[src/rtl/corr_pkg.sv]
// Shared types and constants for the correlator sequencer and its peak search.
// Pure declarations, no latency; no flow control.
`timescale 1ns/1ps
package corr_pkg;
    localparam int N_SAMPLES = 4;
    localparam int N_LAGS    = 7;
    localparam int SAMPLE_W  = 10;

    localparam logic [2:0] CORR_IDLE = 3'b000;
    localparam logic [2:0] CORR_RUN  = 3'b010;

    typedef enum logic [2:0] {
        IDLE,
        LOAD_A,
        LOAD_B,
        RUN,
        SCAN,
        HOLD,
        ERR
    } state_t;

    typedef logic [SAMPLE_W-1:0]                 sample_t;
    typedef logic [N_SAMPLES-1:0][SAMPLE_W-1:0]  buf_t;
    typedef logic [N_LAGS-1:0][SAMPLE_W-1:0]     lags_t;
endpackage

[src/rtl/peak_scan.sv]
// Running unsigned maximum and its lag index, one candidate per step.
// Result registered one cycle after each step; no backpressure (caller paces steps).
`timescale 1ns/1ps
module peak_scan
    import corr_pkg::*;
(
    input  logic        clk,
    input  logic        reset,
    input  logic        clear_i,
    input  logic        step_i,
    input  sample_t     val_i,
    input  logic [2:0]  lag_i,
    output sample_t     peak_val_o,
    output logic [2:0]  peak_lag_o
);
    sample_t    max_q;
    logic [2:0] lag_q;

    // Strict greater-than keeps the lowest lag on ties; a zero start value
    // leaves lag 0 selected when every candidate is zero.
    always_ff @(posedge clk or posedge reset) begin
        if (reset) begin
            max_q <= '0;
            lag_q <= '0;
        end else if (clear_i) begin
            max_q <= '0;
            lag_q <= '0;
        end else if (step_i && (val_i > max_q)) begin
            max_q <= val_i;
            lag_q <= lag_i;
        end
    end

    assign peak_val_o = max_q;
    assign peak_lag_o = lag_q;
endmodule

[src/rtl/corr_sequencer.sv]
// Loads two 4-sample buffers, runs the correlator, then scans 7 lag results for the peak.
// Peak valid RUN+7+1 cycles after the last load; sample_ready gates loads, HOLD waits for res_ack.
`timescale 1ns/1ps
module corr_sequencer
    import corr_pkg::*;
#(
    parameter int TIMEOUT_CYCLES = 63
) (
    input  logic                               clk,
    input  logic                               reset,
    input  logic [SAMPLE_W-1:0]                sample_in,
    input  logic                               sample_valid,
    output logic                               sample_ready,
    input  logic                               abort,
    output logic [2:0]                         corr_state,
    output logic [N_SAMPLES-1:0][SAMPLE_W-1:0] corr_a,
    output logic [N_SAMPLES-1:0][SAMPLE_W-1:0] corr_b,
    input  logic [N_LAGS-1:0][SAMPLE_W-1:0]    corr_result,
    input  logic                               corr_finished,
    output logic [SAMPLE_W-1:0]                peak_val,
    output logic [2:0]                         peak_lag,
    output logic                               res_valid,
    input  logic                               res_ack,
    output logic                               error
);
    localparam int CNT_W = $clog2(TIMEOUT_CYCLES + 1);

    state_t           state_q, state_d;
    logic [1:0]       load_idx_q;
    logic [CNT_W-1:0] cnt_q;
    logic [CNT_W-1:0] cnt_inc;
    logic [2:0]       scan_idx_q;
    buf_t             a_q, b_q;
    lags_t            res_q;
    logic             sample_ready_q, res_valid_q, error_q;
    logic [2:0]       corr_state_q;
    logic             xfer;

    assign xfer    = sample_valid & sample_ready_q;
    assign cnt_inc = cnt_q + CNT_W'(1);

    always_comb begin
        state_d = state_q;
        unique case (state_q)
            IDLE:   state_d = LOAD_A;
            LOAD_A: if (xfer && load_idx_q == 2'(N_SAMPLES-1)) state_d = LOAD_B;
            LOAD_B: if (xfer && load_idx_q == 2'(N_SAMPLES-1)) state_d = RUN;
            RUN: begin
                if (corr_finished)                              state_d = SCAN;
                else if (cnt_inc == CNT_W'(TIMEOUT_CYCLES))     state_d = ERR;
            end
            SCAN:   if (scan_idx_q == 3'(N_LAGS-1)) state_d = HOLD;
            HOLD:   if (res_ack) state_d = IDLE;
            ERR:    state_d = ERR;
            default: state_d = IDLE;
        endcase
        if (abort) state_d = IDLE;
    end

    // Outputs are registered from the next state so they change with the state itself.
    always_ff @(posedge clk or posedge reset) begin
        if (reset) begin
            state_q        <= IDLE;
            corr_state_q   <= CORR_IDLE;
            sample_ready_q <= 1'b0;
            res_valid_q    <= 1'b0;
            error_q        <= 1'b0;
            load_idx_q     <= '0;
            cnt_q          <= '0;
            scan_idx_q     <= '0;
            a_q            <= '0;
            b_q            <= '0;
            res_q          <= '0;
        end else begin
            state_q        <= state_d;
            corr_state_q   <= (state_d == RUN) ? CORR_RUN : CORR_IDLE;
            sample_ready_q <= (state_d == LOAD_A) || (state_d == LOAD_B);
            res_valid_q    <= (state_d == HOLD);
            error_q        <= (state_d == ERR);
            case (state_q)
                IDLE: begin
                    load_idx_q <= '0;
                    cnt_q      <= '0;
                    scan_idx_q <= '0;
                    a_q        <= '0;
                    b_q        <= '0;
                    res_q      <= '0;
                end
                LOAD_A: if (xfer) begin
                    a_q[load_idx_q] <= sample_in;
                    load_idx_q      <= load_idx_q + 2'd1;
                end
                LOAD_B: if (xfer) begin
                    b_q[load_idx_q] <= sample_in;
                    load_idx_q      <= load_idx_q + 2'd1;
                end
                RUN: begin
                    cnt_q <= cnt_inc;
                    if (corr_finished) res_q <= corr_result;
                end
                SCAN: scan_idx_q <= scan_idx_q + 3'd1;
                default: ;
            endcase
        end
    end

    peak_scan u_peak_scan (
        .clk        (clk),
        .reset      (reset),
        .clear_i    (state_q == IDLE),
        .step_i     (state_q == SCAN),
        .val_i      (res_q[scan_idx_q]),
        .lag_i      (scan_idx_q),
        .peak_val_o (peak_val),
        .peak_lag_o (peak_lag)
    );

    assign sample_ready = sample_ready_q;
    assign corr_state   = corr_state_q;
    assign corr_a       = a_q;
    assign corr_b       = b_q;
    assign res_valid    = res_valid_q;
    assign error        = error_q;
endmodule

[config.mk]
export PLATFORM = sky130hd
export DESIGN_NAME = corr_sequencer
export DESIGN_NICKNAME = d
export VERILOG_FILES = /design/src/rtl/corr_pkg.sv /design/src/rtl/peak_scan.sv /design/src/rtl/corr_sequencer.sv
export SDC_FILE = /design/constraint.sdc
export NUM_CORES = 1
export LEC_CHECK = 0
export CORE_MARGIN = 4
export CORE_UTILIZATION = 42
export CTS_CLUSTER_DIAMETER = 40
export CTS_CLUSTER_SIZE = 28
export DETAILED_ROUTE_END_ITERATION = 10
export DONT_BUFFER_PORTS = 1
export PLACE_DENSITY_LB_ADDON = 0.1
export SLEW_MARGIN = 20
export SYNTH_ARGS = -nofsm -noshare
export SYNTH_HDL_FRONTEND = slang
export SYNTH_SLANG_ARGS = --single-unit
[constraint.sdc]
create_clock -name clk -period 19.15 [get_ports clk]
set_input_delay 3.83 -clock clk [delete_from_list [all_inputs] [get_ports clk]]
set_output_delay 3.83 -clock clk [all_outputs]
set_load 0.03 [all_outputs]
==> metrics, run 1 <==
max cap viols 0; Synth Flop Type dfrtp_1; Die W 146.6 um; drt drc 0; H-Tree Depth 4; Cell Rows 50; Detail Route Antenna Nets 0; Compound-Gate Fraction of Synth Area 13.03%; Simple-Gate Fraction of Synth Area 17.62%; clk_lat worst skew 430 ps; dpl hpwl 14,810 um; worst slew pin tran 981.7 ps; largest net degree at the start of global routing 105; Worst Setup Slack, final 14,070 ps; First-pass DRT Iterations 4; #FFs+latches synth 181; CP bufs+invs 2; clock skew 11.26 ps; starting DRC count in detailed routing 488; mux share of post-synthesis cell area 5.797%; Layout area overhead 8.648%; hold buffers post-CTS 0; full die area 21,500 um^2; Num CTS Buffers 17; Crit. End Element asynchronous set/reset pin; die height 146.6 um; Cell Pwr Density 87.08 nW/um^2; Place WS 13,550 ps; Post-Syn Area per Cell 10.36 um^2; initial core utilization 42.87%; number of synthesized flops with an enable pin 0; Core Region 18,830 um^2; RSZ-0062 raised after global routing no; TritonCTS clock tree yes; Seq/Total Area, Yosys 56.11%; Setup TNS 0 ps; mapped cell area 8073 um^2; Achievable Freq 196.8 MHz; Crit-path slowest cell buf_4; nets 849; ANT cells 0; IO Pins 185; worst vdd ir 0.00005858 V; gp weighted congestion 0.8520; main combinational cell family by area after synthesis simple AND/OR/NAND/NOR gates; layout cell share with drive strength beyond 1 8.851%; Setup violations, final 0; Worst setup SP type input port; Final Hold Viols 0; DR WL/cell 20.98 um; gr ovfl total 0; Setup CP Type in -> async; Synth Instances 779; Post-CTS Resized 0; initial antenna violation count 1; via count 5,693; wirelength, routed 21,340 um; Via density 5.598; min Tclk post-route 5080 ps; crit path DAT 5500 ps; CP delay by family, top buffers and inverters; Clk pin slew, worst setup/hold paths 70 ps; GRT Util Overall 20.05%; first-pass GRT wire length 34,020 um; outcome finished clean; worst hold slack 494.5 ps; Pwr Total 763.7 uW; XOR/XNOR Fraction of Synth Area 0.3255%; Max stage delay on crit path 850 ps; critical path required time 19,570 ps; Final period util 26.53%; clock buffer depth 2; FFs w/ async S/R, synth 100.0%; post-CTS setup buffers 0; Slew HR 34.55%; CTS Root Cell clkbuf_16; Synth Area in Adders 3.038%; synth unique cells 49; number of global-route vias before repair 5,960; cell breakdown of the critical path inv_6 -> buf_4; post-layout util 46.58%; crit path max fanout 104; clock sink count 181; worst hold path class reg -> reg; fin. max-slew vios 0; P_leak 0.004387 uW; Yosys warning count 0; Buffers on Ports 0
[cell type report]
| type | count | area [um^2] |
|---|---|---|
| fillers | 1774 | 10060 |
| flip-flops and latches | 181 | 4529 |
| multi-input cells | 523 | 3228 |
| clock buffers | 17 | 425.4 |
| well taps | 260 | 325.3 |
| clock inverters | 14 | 156.4 |
| inverters | 17 | 68.82 |
| repair buffers | 5 | 37.54 |
[registers in the layout, summed over array words and instances (netlist names)]
register / count
sample_ready: 1
error: 1
u_peak_scan.peak_lag_o: 3
corr_state: 1
res_valid: 1
scan_idx_q: 3
corr_b: 40
u_peak_scan.peak_val_o: 10
load_idx_q: 2
corr_a: 40
res_q: 70
cnt_q: 6
state_q: 3
[metrics by stage]
step,cells,cell area (um^2)
final,1017,8771
after global routing,1017,8771
after CTS,1017,8770
after detailed placement,986,8188
after global placement,986,8188
after floorplan,780,8077
[final timing paths]
path	startpoint	to	slack, ps	depth (start not counted)
setup / recovery	reset	corr_b[3]	14070	2
hold / removal	res_q[10]	res_q[10]	490	2
setup reg to reg	scan_idx_q[0]	u_peak_scan.peak_val_o[5]	15100	11
hold reg to reg	res_q[10]	res_q[10]	490	2
max in group clk	sample_valid	sample_ready	14100	5
min in group asynchronous	reset	res_q[16]	3430	1
[placed cells by master, fill, tap and decap left out, drive strengths merged, types with 5 or more instances in the layout]
master | netlist | layout
o21ai | 25 | 25
dfrtp | 181 | 181
mux4 | 6 | 6
nand3 | 76 | 76
nor3 | 5 | 5
clkbuf | 26 | 17
mux2i | 13 | 13
buf | 33 | 5
a21oi | 12 | 12
inv | 17 | 26
ha | 18 | 18
nor2 | 20 | 20
nand2 | 184 | 184
mux2 | 18 | 18
a22o | 80 | 80
and2 | 18 | 18
[kinds of logic after synthesis]
group                      count (synthesis)
AOI/OAI and AO/OA                        138
xor gates and xnor gates                   3
other                                      1
buffers and inverters                     76
and+or+nand+nor                          323
adders and majority gates                 20
muxes                                     37
DFF                                      181
[power breakdown]
group	total (uW)	internal (uW)	switching [uW]
registers	392	385	7.38
clock network	349	185	164
logic	22.4	4.41	18.0
total	764	574	189
[synth_stat cells (3+ instances only)]
| cell type | instances | area share (%) |
|---|---|---|
| nand2_1 | 184 | 8.6 |
| dfrtp_1 | 181 | 56 |
| a22o_1 | 80 | 8.7 |
| nand3_1 | 76 | 4.7 |
| clkbuf_1 | 26 | 1.2 |
| o21ai_0 | 24 | 1.5 |
| nor2_1 | 20 | 0.93 |
| ha_1 | 18 | 2.8 |
| mux2_2 | 18 | 2.5 |
| and2_1 | 17 | 1.3 |
| inv_1 | 17 | 0.79 |
| buf_1 | 16 | 0.74 |
| mux2i_1 | 13 | 1.6 |
| a21oi_1 | 12 | 0.74 |
| buf_2 | 11 | 0.68 |
| mux4_2 | 6 | 1.7 |
| buf_4 | 5 | 0.47 |
| nor3_1 | 5 | 0.31 |
| a221oi_1 | 4 | 0.43 |
| nand4_1 | 4 | 0.31 |
| o22ai_1 | 4 | 0.31 |
| nand2b_1 | 3 | 0.23 |
| nand3b_1 | 3 | 0.28 |
[per-layer routing]
layer | wire length, um | vias to the layer above | part of all wire [%] | global-route usage (%)
li1 | - | 2642 | - | -
met2 | 10240 | 170 | 48 | 31.92
met3 | 1454 | 33 | 6.8 | 6.673
met4 | 471 | 2 | 2.2 | 6.867
met1 | 9154 | 2846 | 43 | 25.78
met5 | 20 | - | 0.094 | 0
[tightest hold or removal path, cell delays in order (launching register included)]
cell     delay [ps]
dfrtp_1         340
nand3_1          60
nand2_1          60
(Power assumes the default switching activity.)
==> inputs of run 2 (changes only) <==
- clock period: 19.15 -> 4.55 ns (I/O delays scaled with it)
==> metrics, run 2 (synthesis gave the netlist of run 1 again) <==
crit path DAT 3820 ps (-1680 ps); source of the worst register-to-register timing path scan_idx_q[1]; total net switching power 803.7 uW (+320%); Crit. End Element flop; Setup TNS 0 ps (unchanged); starting DRC count in detailed routing 400 (-18%); hold buffers post-CTS 0 (unchanged); Filler cells 1,795 (+1.2%); flop2flop setup slack 1030 ps (-14,070 ps); worst hold slack 342.9 ps (-151.6 ps); RSZ-0062 raised after global routing no; full die area 21,500 um^2 (unchanged); post-CTS setup buffers 0 (unchanged); clock buffer depth 2 (unchanged); Achievable Freq 284.2 MHz; Setup violations, final 0 (unchanged); TritonCTS clock tree yes; clock skew 11.48 ps (+0.2268 ps); commonest non-fill, non-tap cells in the layout 183 x nand2_1, 181 x dfrtp_1, 80 x a22o_1; Cell Pwr Density 367.6 nW/um^2 (+320%); Logic pwr share 3.0% (about the same); Die W 146.6 um (unchanged); Final Hold Viols 0 (unchanged); Slew HR 33.30% (-1.2 points); DR WL/cell 21.48 um (+2.4%); Post-CTS Resized 0 (unchanged); critical path required time 4860 ps (-14,710 ps); max cap viols 0 (unchanged); Worst setup SP type flop; Buffers on Ports 0 (unchanged); crit path max fanout 18 (-83%); dpl hpwl 15,960 um (+7.8%); Worst R2R End u_peak_scan.peak_val_o[8]; worst hold path class in -> async; fin. max-slew vios 0 (unchanged); Top reg by flops res_q; initial core utilization 42.87% (unchanged); clk_lat worst skew 430 ps (about the same); Cell Rows 50 (unchanged); gr ovfl total 0 (unchanged); initial antenna violation count 0 (-1); Clk pwr share 46.1% (+0.4 points); switching portion of total power 24.80% (about the same); gp weighted congestion 0.9049 (+6.2%); Worst Setup Slack, final 1031 ps (-13,040 ps); H-Tree Depth 4 (unchanged); Largest register FFs 70 (unchanged); Detail Route Antenna Nets 0 (unchanged); Layout area overhead 9.222%; Final period util 77.33%; share of power burned in registers 50.9% (-0.4 points); outcome finished clean; Place WS 1097 ps (-12,450 ps); most common cell after layout, fill and taps aside nand2_1; Setup CP Type reg -> reg; Clk pin slew, worst setup/hold paths 70 ps (about the same); Core Region 18,830 um^2 (unchanged); die height 146.6 um (unchanged); Max stage delay on crit path 690 ps (-160 ps); ANT cells 0 (unchanged); P_leak 0.004411 uW (+0.57%); min Tclk post-route 3519 ps; worst slew pin tran 996.8 ps (+15.03 ps); First-pass DRT Iterations 4 (unchanged); internal power 2437 uW (+320%); via count 5,736 (+0.76%); Crit-path slowest cell dfrtp_1; Num CTS Buffers 17 (unchanged); worst vdd ir 0.0002680 V (+360%); Register-to-Register Path Depth 11 (unchanged); first-pass GRT wire length 34,430 um (+1.2%); drt drc 0 (unchanged); IO Pins 185 (unchanged); wirelength, routed 21,960 um (+2.9%); cell breakdown of the critical path buf_4 -> mux2_2 -> o22ai_1 -> a221oi_1 -> ha_1 -> a211o_1 -> a21oi_1 -> o21ai_0 -> o21ai_1 -> buf_4 -> mux2_2; nets 853 (+0.47%); layout cell share with drive strength beyond 1 9.449% (+0.60 points); GRT Util Overall 20.38% (+0.32 points); Via density 5.613 (+0.26%); CTS Root Cell clkbuf_16; largest net degree at the start of global routing 71 (-32%); number of global-route vias before repair 5,776 (-3.1%); clock sink count 181 (unchanged)
## run 2: cell types whose count changed in the layout (fill, tap and decap cells not counted)
cell	previous run	this run
buf_4	5	9
clkbuf_8	0	1
clkinv_2	1	2
clkinv_4	1	0
clkinv_8	1	2
clkinvlp_4	1	2
inv_6	6	4
## run 2: final cells by class
cell class              count  area (um^2)  share of cell area (%)
clock buffers              18        439.2                   4.981
inverters                  17        67.56                  0.7663
multi-input cells         523         3228                   36.61
flip-flops and latches    181         4529                   51.37
repair buffers              9        67.56                  0.7663
well taps                 260        325.3                   3.690
clock inverters            14        160.2                   1.816
## run 2: per-layer routing
| metal | GRT usage, % | wire, um |
|---|---|---|
| met4 | 5.080 | 275 |
| met2 | 32.75 | 10690 |
| met3 | 5.556 | 1484 |
| met1 | 27.53 | 9506 |
| met5 | 0 | 0 |
## run 2: power groups by stage
| stage | Combinational (uW) | Sequential, uW | Clock [uW] |
|---|---|---|---|
| floorplan | 85.9 | 1680 | 0 |
| global placement | 98.4 | 1680 | 0 |
| detailed placement | 101 | 1680 | 0 |
| CTS | 101 | 1650 | 1520 |
| global route | 113 | 1650 | 1590 |
| finish | 97.9 | 1650 | 1490 |
## run 2: worst max-delay path by stage
| stage | to | depth (start not counted) | slack [ps] | from |
|---|---|---|---|---|
| 2_1_floorplan | cnt_q[0] | 1 | 1320 | reset |
| 3_3_place_gp | u_peak_scan.peak_val_o[6] | 11 | 1170 | scan_idx_q[1] |
| 3_5_place_dp | u_peak_scan.peak_val_o[8] | 11 | 1100 | scan_idx_q[1] |
| 4_1_cts | u_peak_scan.peak_val_o[8] | 11 | 1080 | scan_idx_q[1] |
| 5_1_grt | u_peak_scan.peak_val_o[3] | 11 | 830 | scan_idx_q[0] |
| 6_report | u_peak_scan.peak_val_o[8] | 11 | 1030 | scan_idx_q[1] |
## run 2: per-stage QoR
step / area [um^2] / total power, uW / utilization (%) / cells
3_3_place_gp: 8217 / 1780 / 43.63 / 990
5_1_grt: 8817 / 3355 / 46.82 / 1022
6_report: 8817 / 3241 / 46.82 / 1022
2_1_floorplan: 8080 / 1761 / - / 780
3_5_place_dp: 8217 / 1782 / 43.63 / 990
4_1_cts: 8816 / 3270 / 46.82 / 1022
## run 2: critical path: cells and delay by family (launching register included)
kind                     cells  cell delay (ps)
buffers and inverters        2              640
flip-flops                   1              690
multiplexers                 2              720
adder cells (fa/ha/maj)      1              220
AO/OA/AOI/OAI                6             1110
==> inputs of run 3 (changes only) <==
- clock period: 4.55 -> 3.4 ns (I/O delays scaled with it)
==> metrics, run 3 (synthesis gave the netlist of run 1 again) <==
max cap viols 0 (unchanged); ANT cells 0 (unchanged); clk_lat worst skew 440 ps (about the same); cell breakdown of the critical path inv_1 -> nor2_1 -> a221oi_1 -> ha_1 -> nand4_1 -> nor3_1 -> nor3_1 -> o21ai_1 -> buf_4 -> mux2_2; critical path required time 3710 ps (-1150 ps); min Tclk post-route 3019 ps (-499.8 ps); GRT Util Overall 20.11% (-0.26 points); Register Area 4529 um^2 (unchanged); initial core utilization 42.87% (unchanged); Setup TNS 0 ps (unchanged); clock skew 22.90 ps (+11.42 ps); Clk pin slew, worst setup/hold paths 80 ps (about the same); gp weighted congestion 0.9051 (about the same); Worst path most repeated cell nor3_1; crit path DAT 3330 ps (-490 ps); Post-CTS Resized 0 (unchanged); clock buffer depth 2 (unchanged); worst vdd ir 0.0003600 V (+34%); drt drc 0 (unchanged); share of power burned in registers 50.7% (-0.2 points); RSZ-0062 raised after global routing no; die height 146.6 um (unchanged); starting DRC count in detailed routing 371 (-7.2%); Setup CP Type reg -> reg; Core Region 18,830 um^2 (unchanged); gr ovfl total 0 (unchanged); Via density 5.667 (+0.97%); Layout area overhead 10.06%; CP delay by family, top buffers and inverters; via count 5,820 (+1.5%); Buffers on Ports 0 (unchanged); clock sink count 181 (unchanged); most common cell after layout, fill and taps aside nand2_1; switching portion of total power 26.32% (+1.5 points); Worst Setup SP scan_idx_q[2]; Cell Rows 50 (unchanged); initial antenna violation count 0 (unchanged); Crit. End Element flop; worst hold path class in -> async; layout cell share with drive strength beyond 1 10.04% (+0.59 points); Final period util 88.79% (+11 points); Setup violations, final 0 (unchanged); Slew HR 34.16% (+0.86 points); Crit-path slowest cell a221oi_1; internal power 3206 uW (+32%); outcome finished clean; Num CTS Buffers 17 (unchanged); first-pass GRT wire length 34,070 um (-1.1%); worst slew pin tran 987.6 ps (-9.151 ps); Logic pwr share 3.0% (about the same); nets 858 (+0.59%); fin. max-slew vios 0 (unchanged); First-pass DRT Iterations 4 (unchanged); full die area 21,500 um^2 (unchanged); source of the worst register-to-register timing path scan_idx_q[2]; total net switching power 1145 uW (+42%); Max stage delay on crit path 490 ps (-200 ps); Die W 146.6 um (unchanged); Final Hold Viols 0 (unchanged); wirelength, routed 21,530 um (-1.9%); IO Pins 185 (unchanged); largest net degree at the start of global routing 88 (+24%); Achievable Freq 331.2 MHz (+17%); dpl hpwl 15,480 um (-3.0%); area of the multi-input gates 3227 um^2 (about the same); H-Tree Depth 4 (unchanged); worst hold slack 30.17 ps (-312.8 ps); Clk pwr share 46.3% (+0.2 points); CTS Root Cell clkbuf_16; Top reg by flops res_q; post-CTS setup buffers 0 (unchanged); Filler cells 1,771 (-1.3%); hold buffers post-CTS 0 (unchanged); number of global-route vias before repair 5,942 (+2.9%); P_leak 0.004441 uW (+0.67%); Detail Route Antenna Nets 0 (unchanged); TritonCTS clock tree yes; crit path max fanout 17 (-1); Cell Pwr Density 489.7 nW/um^2 (+33%); Worst setup SP type flop; CP bufs+invs 2 (unchanged); commonest non-fill, non-tap cells in the layout 183 x nand2_1, 181 x dfrtp_1, 80 x a22o_1; DR WL/cell 20.96 um (-2.4%); Largest register FFs 70 (unchanged)
## run 3: changes by cell type in the layout (fill, tap and decap cells not counted), moves of 2 or more
cell,previous run,this run
buf_4,9,13
clkinv_2,2,0
clkinv_8,2,5
inv_12,0,2
## run 3: metrics by stage
step	std cells	total power, uW	setup slack [ps]	cell area, um^2	utilization [%]
2_1_floorplan	780	2357	397.4	8080	-
3_3_place_gp	995	2381	395.4	8267	43.90
3_5_place_dp	995	2385	389.6	8267	43.90
4_1_cts	1027	4402	362.5	8885	47.18
5_1_grt	1027	4494	137.7	8885	47.18
6_report	1027	4351	381.1	8885	47.18
## run 3: final cells by class
class                      count  share of cell area (%)
sequential                   181                   50.98
multi-input combinational    523                   36.32
clock buffer                  17                   4.788
tap                          260                   3.661
clock inverter                15                   2.169
timing repair buffer          14                   1.324
inverter                      17                  0.7605
## run 3: power by group through the flow
| stage | logic (uW) | registers, uW | clock network, uW |
|---|---|---|---|
| 2_1_floorplan | 115 | 2240 | 0 |
| 3_3_place_gp | 131 | 2250 | 0 |
| 3_5_place_dp | 135 | 2250 | 0 |
| 4_1_cts | 135 | 2210 | 2060 |
| 5_1_grt | 152 | 2210 | 2130 |
| 6_report | 131 | 2210 | 2010 |
## run 3: worst paths after layout
| path | endpoint | slack [ps] | cells past startpoint |
|---|---|---|---|
| worst min register to register | res_q[25] | 490 | 2 |
| worst min-delay path | cnt_q[5] | 30 | 1 |
| max in group asynchronous | res_q[25] | 2510 | 2 |
| worst max-delay path | u_peak_scan.peak_val_o[7] | 380 | 10 |
| worst max register to register | u_peak_scan.peak_val_o[7] | 380 | 10 |
| min in group clk | res_q[21] | 340 | 2 |
## run 3: per-layer routing
metal	track usage, %	routed length [um]	part of all wire, %	vias up
li1	-	-	-	2670
met1	26.50	9300	43	2925
met2	32.22	10300	48	195
met3	5.804	1472	6.8	30
met4	6.350	452	2.1	0
met5	0	0	0	-
